<file path="src/rtl/fifo_param.sv">
// Synchronous single-clock FIFO with programmable almost-full/almost-empty thresholds.
// Define FIFO_ERROR_STICKY_EN for a sticky error flag plus the err_type output.
module fifo_param #(
  parameter int DATA_WIDTH = 6,
  parameter int ADDR_WIDTH = 2,
  parameter int CNT_WIDTH  = ADDR_WIDTH + 1
) (
  input  logic                  clk,
  input  logic                  reset_L,
  input  logic                  push,
  input  logic                  pop,
  input  logic [DATA_WIDTH-1:0] data_in,
  input  logic [CNT_WIDTH-1:0]  umbral_alto,
  input  logic [CNT_WIDTH-1:0]  umbral_bajo,
  output logic [DATA_WIDTH-1:0] data_out,
  output logic                  data_valid,
  output logic [CNT_WIDTH-1:0]  count,
  output logic                  fifo_empty,
  output logic                  fifo_full,
  output logic                  almost_empty,
  output logic                  almost_full,
  output logic                  pausa,
  output logic                  error_fifo
`ifdef FIFO_ERROR_STICKY_EN
  ,
  output logic [1:0]            err_type
`endif
);

  localparam int DEPTH = 1 << ADDR_WIDTH;
  localparam logic [CNT_WIDTH-1:0] DEPTH_C = CNT_WIDTH'(DEPTH);

  logic [DATA_WIDTH-1:0] r_mem [DEPTH];
  logic [ADDR_WIDTH-1:0] r_wr_ptr;
  logic [ADDR_WIDTH-1:0] r_rd_ptr;
  logic [CNT_WIDTH-1:0]  r_count;
  logic [DATA_WIDTH-1:0] r_data_out;
  logic                  r_data_valid;
  logic                  r_empty;
  logic                  r_full;
  logic                  r_almost_empty;
  logic                  r_almost_full;
  logic                  r_pausa;
  logic                  r_error;

  logic                  w_pop_acc;
  logic                  w_push_acc;
  logic                  w_overflow;
  logic                  w_underflow;
  logic [CNT_WIDTH-1:0]  w_cnt_nxt;
  logic                  w_af_nxt;
  logic                  w_full_nxt;

  // A push into a full FIFO is still accepted when a pop frees a slot in the same cycle.
  assign w_pop_acc   = pop & ~r_empty;
  assign w_push_acc  = push & (~r_full | w_pop_acc);
  assign w_overflow  = push & ~w_push_acc;
  assign w_underflow = pop & r_empty;

  always_comb begin
    w_cnt_nxt = r_count;
    if (w_push_acc && !w_pop_acc)
      w_cnt_nxt = r_count + CNT_WIDTH'(1);
    else if (w_pop_acc && !w_push_acc)
      w_cnt_nxt = r_count - CNT_WIDTH'(1);
  end

  assign w_full_nxt = (w_cnt_nxt == DEPTH_C);
  assign w_af_nxt   = (w_cnt_nxt >= umbral_alto);

  // Storage is deliberately left out of reset.
  always_ff @(posedge clk) begin
    if (w_push_acc)
      r_mem[r_wr_ptr] <= data_in;
  end

  always_ff @(posedge clk or negedge reset_L) begin
    if (!reset_L) begin
      r_wr_ptr       <= '0;
      r_rd_ptr       <= '0;
      r_count        <= '0;
      r_data_out     <= '0;
      r_data_valid   <= 1'b0;
      r_empty        <= 1'b1;
      r_full         <= 1'b0;
      r_almost_empty <= 1'b1;
      r_almost_full  <= 1'b0;
      r_pausa        <= 1'b0;
    end else begin
      if (w_push_acc)
        r_wr_ptr <= r_wr_ptr + ADDR_WIDTH'(1);
      if (w_pop_acc) begin
        r_rd_ptr   <= r_rd_ptr + ADDR_WIDTH'(1);
        r_data_out <= r_mem[r_rd_ptr];
      end
      r_data_valid   <= w_pop_acc;
      r_count        <= w_cnt_nxt;
      r_empty        <= (w_cnt_nxt == '0);
      r_full         <= w_full_nxt;
      r_almost_empty <= (w_cnt_nxt <= umbral_bajo);
      r_almost_full  <= w_af_nxt;
      r_pausa        <= w_af_nxt | w_full_nxt;
    end
  end

`ifdef FIFO_ERROR_STICKY_EN
  logic [1:0] r_err_type;

  always_ff @(posedge clk or negedge reset_L) begin
    if (!reset_L) begin
      r_error    <= 1'b0;
      r_err_type <= 2'b00;
    end else begin
      r_error    <= r_error | w_overflow | w_underflow;
      r_err_type <= r_err_type | {w_underflow, w_overflow};
    end
  end

  assign err_type = r_err_type;
`else
  always_ff @(posedge clk or negedge reset_L) begin
    if (!reset_L)
      r_error <= 1'b0;
    else
      r_error <= w_overflow | w_underflow;
  end
`endif

  assign data_out     = r_data_out;
  assign data_valid   = r_data_valid;
  assign count        = r_count;
  assign fifo_empty   = r_empty;
  assign fifo_full    = r_full;
  assign almost_empty = r_almost_empty;
  assign almost_full  = r_almost_full;
  assign pausa        = r_pausa;
  assign error_fifo   = r_error;

endmodule

</file>
<file path="config.mk">
export PLATFORM = sky130hd
export DESIGN_NAME = fifo_param
export DESIGN_NICKNAME = d
export VERILOG_FILES = /design/src/rtl/fifo_param.sv
export SDC_FILE = /design/constraint.sdc
export NUM_CORES = 1
export LEC_CHECK = 0
export ABC_CLOCK_PERIOD_IN_PS = 2900
export BUFFER_PORTS_ARGS = -buffer_cell sky130_fd_sc_hd__buf_2
export CAP_MARGIN = 30
export CORE_AREA = 5 5 69 71
export CTS_CLUSTER_SIZE = 30
export DETAILED_ROUTE_END_ITERATION = 7
export DIE_AREA = 0 0 74 76
export PLACE_DENSITY = 0.76
export SYNTH_ARGS = -nofsm -noshare
export SYNTH_HDL_FRONTEND = slang
export SYNTH_SLANG_ARGS = --single-unit
</file>
<file path="constraint.sdc">
create_clock -name clk -period 2.9 [get_ports clk]
set_clock_uncertainty 0.1 [all_clocks]
set_input_delay 0.435 -clock clk [delete_from_list [all_inputs] [get_ports clk]]
set_output_delay 0.435 -clock clk [all_outputs]
set_load 0.02 [all_outputs]
</file>
==> results.md, run 1 <==
* Required @ worst endpoint at a little under 3000 ps
* First-pass GRT wire length at 5.93 mm
* Placement-stage cell area at 0.00216 mm2
* Crit path time final at around 2700 ps
* Core area at 0.00417 mm2
* DP Wirelength at around 2.6 mm
* Hold EP: r_mem[0][2]
* LEAKAGE at 0.991 nW
* Max-slew violation count at 0
* Relative slew slack at 68.8%
* Post-Syn Instances at 143
* CTS tree: yes
* Cell Pwr Density at 1090 mW/mm2
* RR Endpoint: almost_full
* Number of synthesis warnings at 0
* Clock latency at the later pin of the worst-skew pair at 290 ps
* Hold Path Origin: data_in[2]
* CTS HTree Levels at 2
* Routability cong. at 0.911
* Worst IR Drop VDD at 0.363 mV
* Die W at 74 um
* Ports at 32
* Die footprint at 0.00562 mm2
* Number of enable flip-flop cells after synthesis at 24
* WS Path Type: reg -> reg
* #FFs+latches synth at 44
* Fin area at 0.00231 mm2
* Cell Chain, Critical Path: nand2b_1 > inv_2 > nor2_2 > a21oi_1 > xnor2_2 > ha_1 > nand2b_1 > a221oi_1 > a21oi_1 > and2_0 > maj3_2
* Setup violations, final at 0
* Startpoint Class: flip-flop
* Number of max-cap violations at 0
* Syn Nets at 167
* Primary FF master, synth: edfxtp_1
* Crit Path Max Fanout at 4
* Vias at roughly 1.2k
* Post-Syn Area at between 0.0015 and 0.002 mm2
* WHS Path Cells at 1
* Crit share post-route at 94.7%
* Worst-Margin Slew at 468 ps
* Synth unique cells at 37
* Critical Path AT at 2820 ps
* Worst Hold Class: in -> reg
* WL per Instance at 15.7 um
* R2R cell count at 11
* Ant diodes at 0
* DR iter-0 viols at slightly above 90
* Reg clk slew, reported paths at roughly 80 ps
* Site row count at 24
* Tot GR Track Use at 14.1%
* Largest net degree at the start of global routing at 21
* Final nets at a little over 200
* 1st-pass router iterations at 4
* Remaining DRCs at 0
* Fmax at about 0.36 GHz
* Share of layout cells above drive strength 1 at 33.0%
* Critical path startpoint: fifo_empty
* Worst reg2reg path startpoint: fifo_empty
* Slowest-stage cell, CP: dfstp_2
* Root buffer cell: clkbuf_8
* Initial antenna violation count at 0
* Setup bufs post-CTS at 0
* Final hold vios at 0
* Drt via density at 5.13
* Sequential share of the synthesized area at roughly 63%
* Initial Util at roughly 47%
* Status: complete, no violations
* ANT nets after route at 0
* Layout area overhead at 18.0%
* Routed WL at 3.63 mm
* CTS Buf Count at 5
* Setup TNS at 0 ps
* FF-to-FF setup slack at 150 ps
* Clk sink count at between 40 and 50
* Die H at 76 um
* Vias in the first global route at 1236
* Asr flop ratio synth at a little under half
* Kind of end point of the critical path: flip-flop
* Gr ovfl total at 0
* Syn Area/Cell at 13.7 um2
* Max Buffers Root-to-Sink at 2
* Pwr Total at 0.00252 W
* Slowest cell delay on critical path at between 500 and 600 ps
* Port Buffers at 31
## state kept, by name, summed over array words and instances, names as in the netlist
name          count
fifo_full         1
data_valid        1
error_fifo        1
pausa             1
r_rd_ptr          2
r_wr_ptr          2
almost_full       1
almost_empty      1
fifo_empty        1
r_mem            24
data_out          6
count             3
## synthesized netlist by cell type (all sizes together) (2+ instances only)
library cell	instances	share of area (%)
and2	5	1.6
inv	10	1.9
buf	4	1.5
edfxtp	24	37
mux4	6	6.9
a21oi	5	1.3
xnor2	5	2.6
dfrtp	18	23
clkbuf	2	0.38
nand2	23	4.4
dfstp	2	2.7
nand2b	4	1.3
o21ai	3	0.96
a221oi	2	0.90
maj3	2	1.1
ha	8	5.1
nor2	7	1.3
## per-layer routing
layer / global-route usage [%] / share of wire, %
met1: 16.9 / 39
met2: 23.5 / 52
met3: 4.09 / 6.2
met4: 5.62 / 2.7
met5: 0 / 0
## critical path, delay by kind of cell, from the launching register on
kind / cells / cell delay (ps)
compound gates: 3 / 490
flops: 1 / 550
simple gates: 4 / 610
buf+inv: 1 / 50
fa+ha+maj: 2 / 590
xor+xnor: 1 / 250
## worst max-delay path by stage
stage,end,slack [ps],cells after the start
6_report,almost_full,150,11
3_3_place_gp,almost_full,240,11
4_1_cts,almost_full,80,11
5_1_grt,almost_full,-20,11
2_1_floorplan,almost_full,20,12
3_5_place_dp,almost_full,100,11
## power by group
group	switching, W	internal (W)
Clock	0.000194	0.000344
Sequential	0.000151	0.000875
Combinational	0.000544	0.000415
Total	0.000889	0.00163
## through the flow
stage | hold WS [ps] | utilization (%) | cells | worst slack [ps]
after global placement | 299 | 51.6 | 222 | 245
after global routing | 242 | 55.3 | 231 | -17.5
after CTS | 243 | 55.1 | 231 | 83.6
after detailed placement | 316 | 51.6 | 222 | 98.0
after floorplan | 39.4 | - | 143 | 18.4
final | 255 | 55.3 | 231 | 154
## kinds of logic after synthesis
group / after synthesis / share of synthesized area, %
xor gates and xnor gates: 5 / 2.62
and+or+nand+nor: 45 / 11.1
buffers and inverters: 16 / 3.77
DFF: 44 / 62.5
adders and majority gates: 10 / 6.20
muxes: 7 / 7.42
AOI/OAI and AO/OA: 16 / 6.33
## layout make-up
class	instances	area, um2
Fill cell	351	1870
Clock inverter	2	60.1
Tap cell	52	65.1
Multi-Input combinational cell	83	669
Sequential cell	44	1220
Clock buffer	6	72.6
Timing Repair Buffer	34	180
Inverter	10	37.5
## placed cells by master, fill, tap and decap left out, drive strengths merged
cell,count
nor2,7
o31ai,1
and2b,1
buf,33
o311ai,1
nor2b,1
clkbuf,6
mux4,6
bufinv,2
mux2i,1
nand2,23
and4bb,1
maj3,2
a311oi,1
o211ai,1
a21oi,5
or2,1
nand3,1
a221oi,2
o21ai,3
ha,8
a41oi,1
a21boi,1
edfxtp,24
dlygate4sd3,1
and2,5
dfrtp,18
xnor2,5
inv,10
or4,1
nand2b,4
dfstp,2
## timing repair
action,4_1_cts,5_1_grt
setup endpoints to repair,0,2
hold buffers,1,0
endpoints found under the hold margin,15,0
gates resized for setup,0,2
Note: power is estimated with default switching activity, not from simulation.
==> run 2: changes to the inputs <==
Settings changed: REMOVE_ABC_BUFFERS from default to 1, SETUP_SLACK_MARGIN from default to 0.2.
==> run 2 against run 1 <==
Effect of this change: critical endpoint unchanged; worst setup slack gained 120 ps; sequential cell count stayed put; maximum frequency is 4.4% higher; total power rose by 0.17%; die area unchanged; design area is 1.5% higher; first-iteration DRC count fell by 36%; non-clock buffer count up 3; final cell count up 1.3%; register-to-register slack better by 120 ps; sequential power about the same; global-route usage shrank 0.22 points.
==> results.md, run 2 (synthesized netlist as in run 1, its figures left out) <==
* Gr ovfl total at 0 (unchanged)
* Initial antenna violation count at 0 (unchanged)
* Clk sink count at 44 (unchanged)
* Cell Chain, Critical Path: nand2b_4 > inv_2 > nor2_4 > a21oi_2 > xnor2_2 > ha_1 > nand2b_1 > a221oi_2 > a21oi_1 > and2_0 > maj3_2
* Fmax at 0.380 GHz (+4.4%)
* Top delay family on crit path: simple AND/OR/NAND/NOR gates
* Slowest-stage cell, CP: dfstp_2
* Number of max-cap violations at 0 (unchanged)
* Largest net degree at the start of global routing at 21 (unchanged)
* R2R cell count at 11 (unchanged)
* Critical path startpoint: fifo_empty
* CTS Buf Count at 5 (unchanged)
* Die footprint at 0.00562 mm2 (unchanged)
* LEAKAGE at 1.00 nW (+1.3%)
* Setup TNS at 0 ps (unchanged)
* Relative slew slack at 68.9% (+0.13 points)
* Kind of end point of the critical path: flip-flop
* WS Path Type: reg -> reg
* Max Buffers Root-to-Sink at 2 (unchanged)
* Crit path time final at 2630 ps (-115 ps)
* Drt via density at 5.19 (+1.2%)
* Max-slew violation count at 0 (unchanged)
* Routed WL at 3.59 mm (-0.99%)
* Site row count at 24 (unchanged)
* Root buffer cell: clkbuf_8
* Levels on crit path at 11 (unchanged)
* 1st-pass router iterations at 4 (unchanged)
* Vias in the first global route at 1281 (+3.6%)
* Met2 usage at 22.9% (-0.62 points)
* Layout area overhead at 19.8%
* GR Util met3 at 4.49% (+0.40 points)
* Setup violations, final at 0 (unchanged)
* Slowest cell delay on critical path at 560 ps (about the same)
* GR met1 Demand/Resource at 16.9% (about the same)
* WL per Instance at 15.4 um (-2.3%)
* Crit share post-route at 90.7% (-4.0 points)
* Largest register FFs at 24 (unchanged)
* Core area at 0.00417 mm2 (unchanged)
* Clock latency at the later pin of the worst-skew pair at 290 ps (about the same)
* DP Wirelength at 2.54 mm (-2.3%)
* Crit Path Max Fanout at 4 (unchanged)
* RSZ-0062 raised after global routing: yes
* Remaining DRCs at 0 (unchanged)
* Worst IR Drop VDD at 0.414 mV (+14%)
* Worst reg2reg path startpoint: fifo_empty
* Fin area at 0.00234 mm2 (+1.5%)
* Share of layout cells above drive strength 1 at 36.8% (+3.9 points)
* CP bufs+invs at 1 (unchanged)
* Reg clk slew, reported paths at 80 ps (about the same)
* Die H at 76 um (unchanged)
* Die W at 74 um (unchanged)
* Final hold vios at 0 (unchanged)
* Status: complete, no violations
* ANT nets after route at 0 (unchanged)
* Busiest grt layer: met2
* CTS tree: yes
* Commonest non-fill, non-tap cell in the layout: buf_2
* RR Endpoint: almost_full
* End of the critical path: almost_full
* CTS HTree Levels at 2 (unchanged)
* Critical Path AT at 2710 ps (-110 ps)
* FF-to-FF setup slack at 270 ps (+120 ps)
* Cell Pwr Density at 1080 mW/mm2 (-1.3%)
* Ports at 32 (unchanged)
* Largest Register: r_mem
* Worst-Margin Slew at 465 ps (-2.93 ps)
* Port Buffers at 31 (unchanged)
* Ant diodes at 0 (unchanged)
* Tot GR Track Use at 13.9% (-0.22 points)
* Required @ worst endpoint at 2980 ps (about the same)
* Routability cong. at 0.835 (-8.4%)
* Vias at 1215 (+2.5%)
* Placement-stage cell area at 0.00216 mm2 (unchanged)
* Worst Hold Class: in -> reg
* First-pass GRT wire length at 5.87 mm (-1.1%)
* Final nets at 205 (+1.5%)
* Most frequent cells in the layout: 31 x buf_2, 24 x edfxtp_1, 23 x nand2_1, 18 x dfrtp_1, 9 x inv_1
* Startpoint Class: flip-flop
* DR iter-0 viols at 59 (-36%)
* Initial Util at 46.9% (unchanged)
==> run 2: changes by cell type in the layout (fill, tap and decap cells not counted) <==
cell / change
a221oi_1: -2
nor2_4: +1
clkinv_4: +2
bufinv_16: -1
nor2_2: -1
nand2b_4: +1
a221oi_2: +2
a21oi_1: -1
a21oi_2: +1
clkbuf_1: -1
nand2b_1: -1
buf_4: +3
==> run 2: layout make-up <==
cell class              instances  area, um2
clock inverters                 3       47.5
fillers                       323       1830
repair buffers                 37        203
inverters                      10       37.5
clock buffers                   5       68.8
multi-input cells              83        698
flip-flops and latches         44       1220
well taps                      52       65.1
==> run 2: power by group <==
part / internal, W / switching, W / total [W]
clock: 0.000259 / 0.000210 / 0.000469
sequential: 0.000874 / 0.000155 / 0.00103
combinational: 0.000463 / 0.000566 / 0.00103
==> run 2: worst reg2reg max path, delay by kind of cell, from the launching register on <==
family / cells / cell delay [ps]
xor+xnor: 1 / 220
fa+ha+maj: 2 / 580
flops: 1 / 560
compound gates: 3 / 400
simple gates: 4 / 610
buf+inv: 1 / 50
==> run 2: timing repair <==
item | CTS | global route
buffers inserted | 1 | 2
hold buffers | 1 | 0
resized for setup | 3 | 4
endpoints found under the setup margin | 2 | 3
pin swaps | 1 | 2
hold endpoints to repair | 18 | 0
==> run 2: metrics by stage <==
step	instances	worst slack [ps]	utilization [%]	hold WS (ps)	power, W
after floorplan	137	-126	-	39.4	0.00169
after global placement	222	242	51.6	295	0.00192
after detailed placement	222	112	51.6	308	0.00198
after CTS	232	213	55.3	240	0.00249
after global routing	234	146	56.1	237	0.00269
final	234	269	56.1	248	0.00253
==> run 2: how the worst min path moves through the flow <==
stage / startpoint / slack [ps] / to / cells after the start
final: data_in[2] / 250 / r_mem[0][2] / 1
after floorplan: reset_L / 40 / almost_full / 0
after global placement: reset_L / 300 / r_wr_ptr[0] / 1
after global routing: data_in[1] / 240 / r_mem[2][1] / 1
after CTS: data_in[1] / 240 / r_mem[0][1] / 1
after detailed placement: reset_L / 310 / count[1] / 1
==> run 2: per-layer routing <==
layer | share of wire [%] | routed length, um | vias to the layer above
met4 | 1.3 | 46 | 0
met2 | 53 | 1900 | 25
met3 | 4.5 | 160 | 6
met1 | 41 | 1480 | 610
met5 | 0 | 0 | -
li1 | - | - | 574
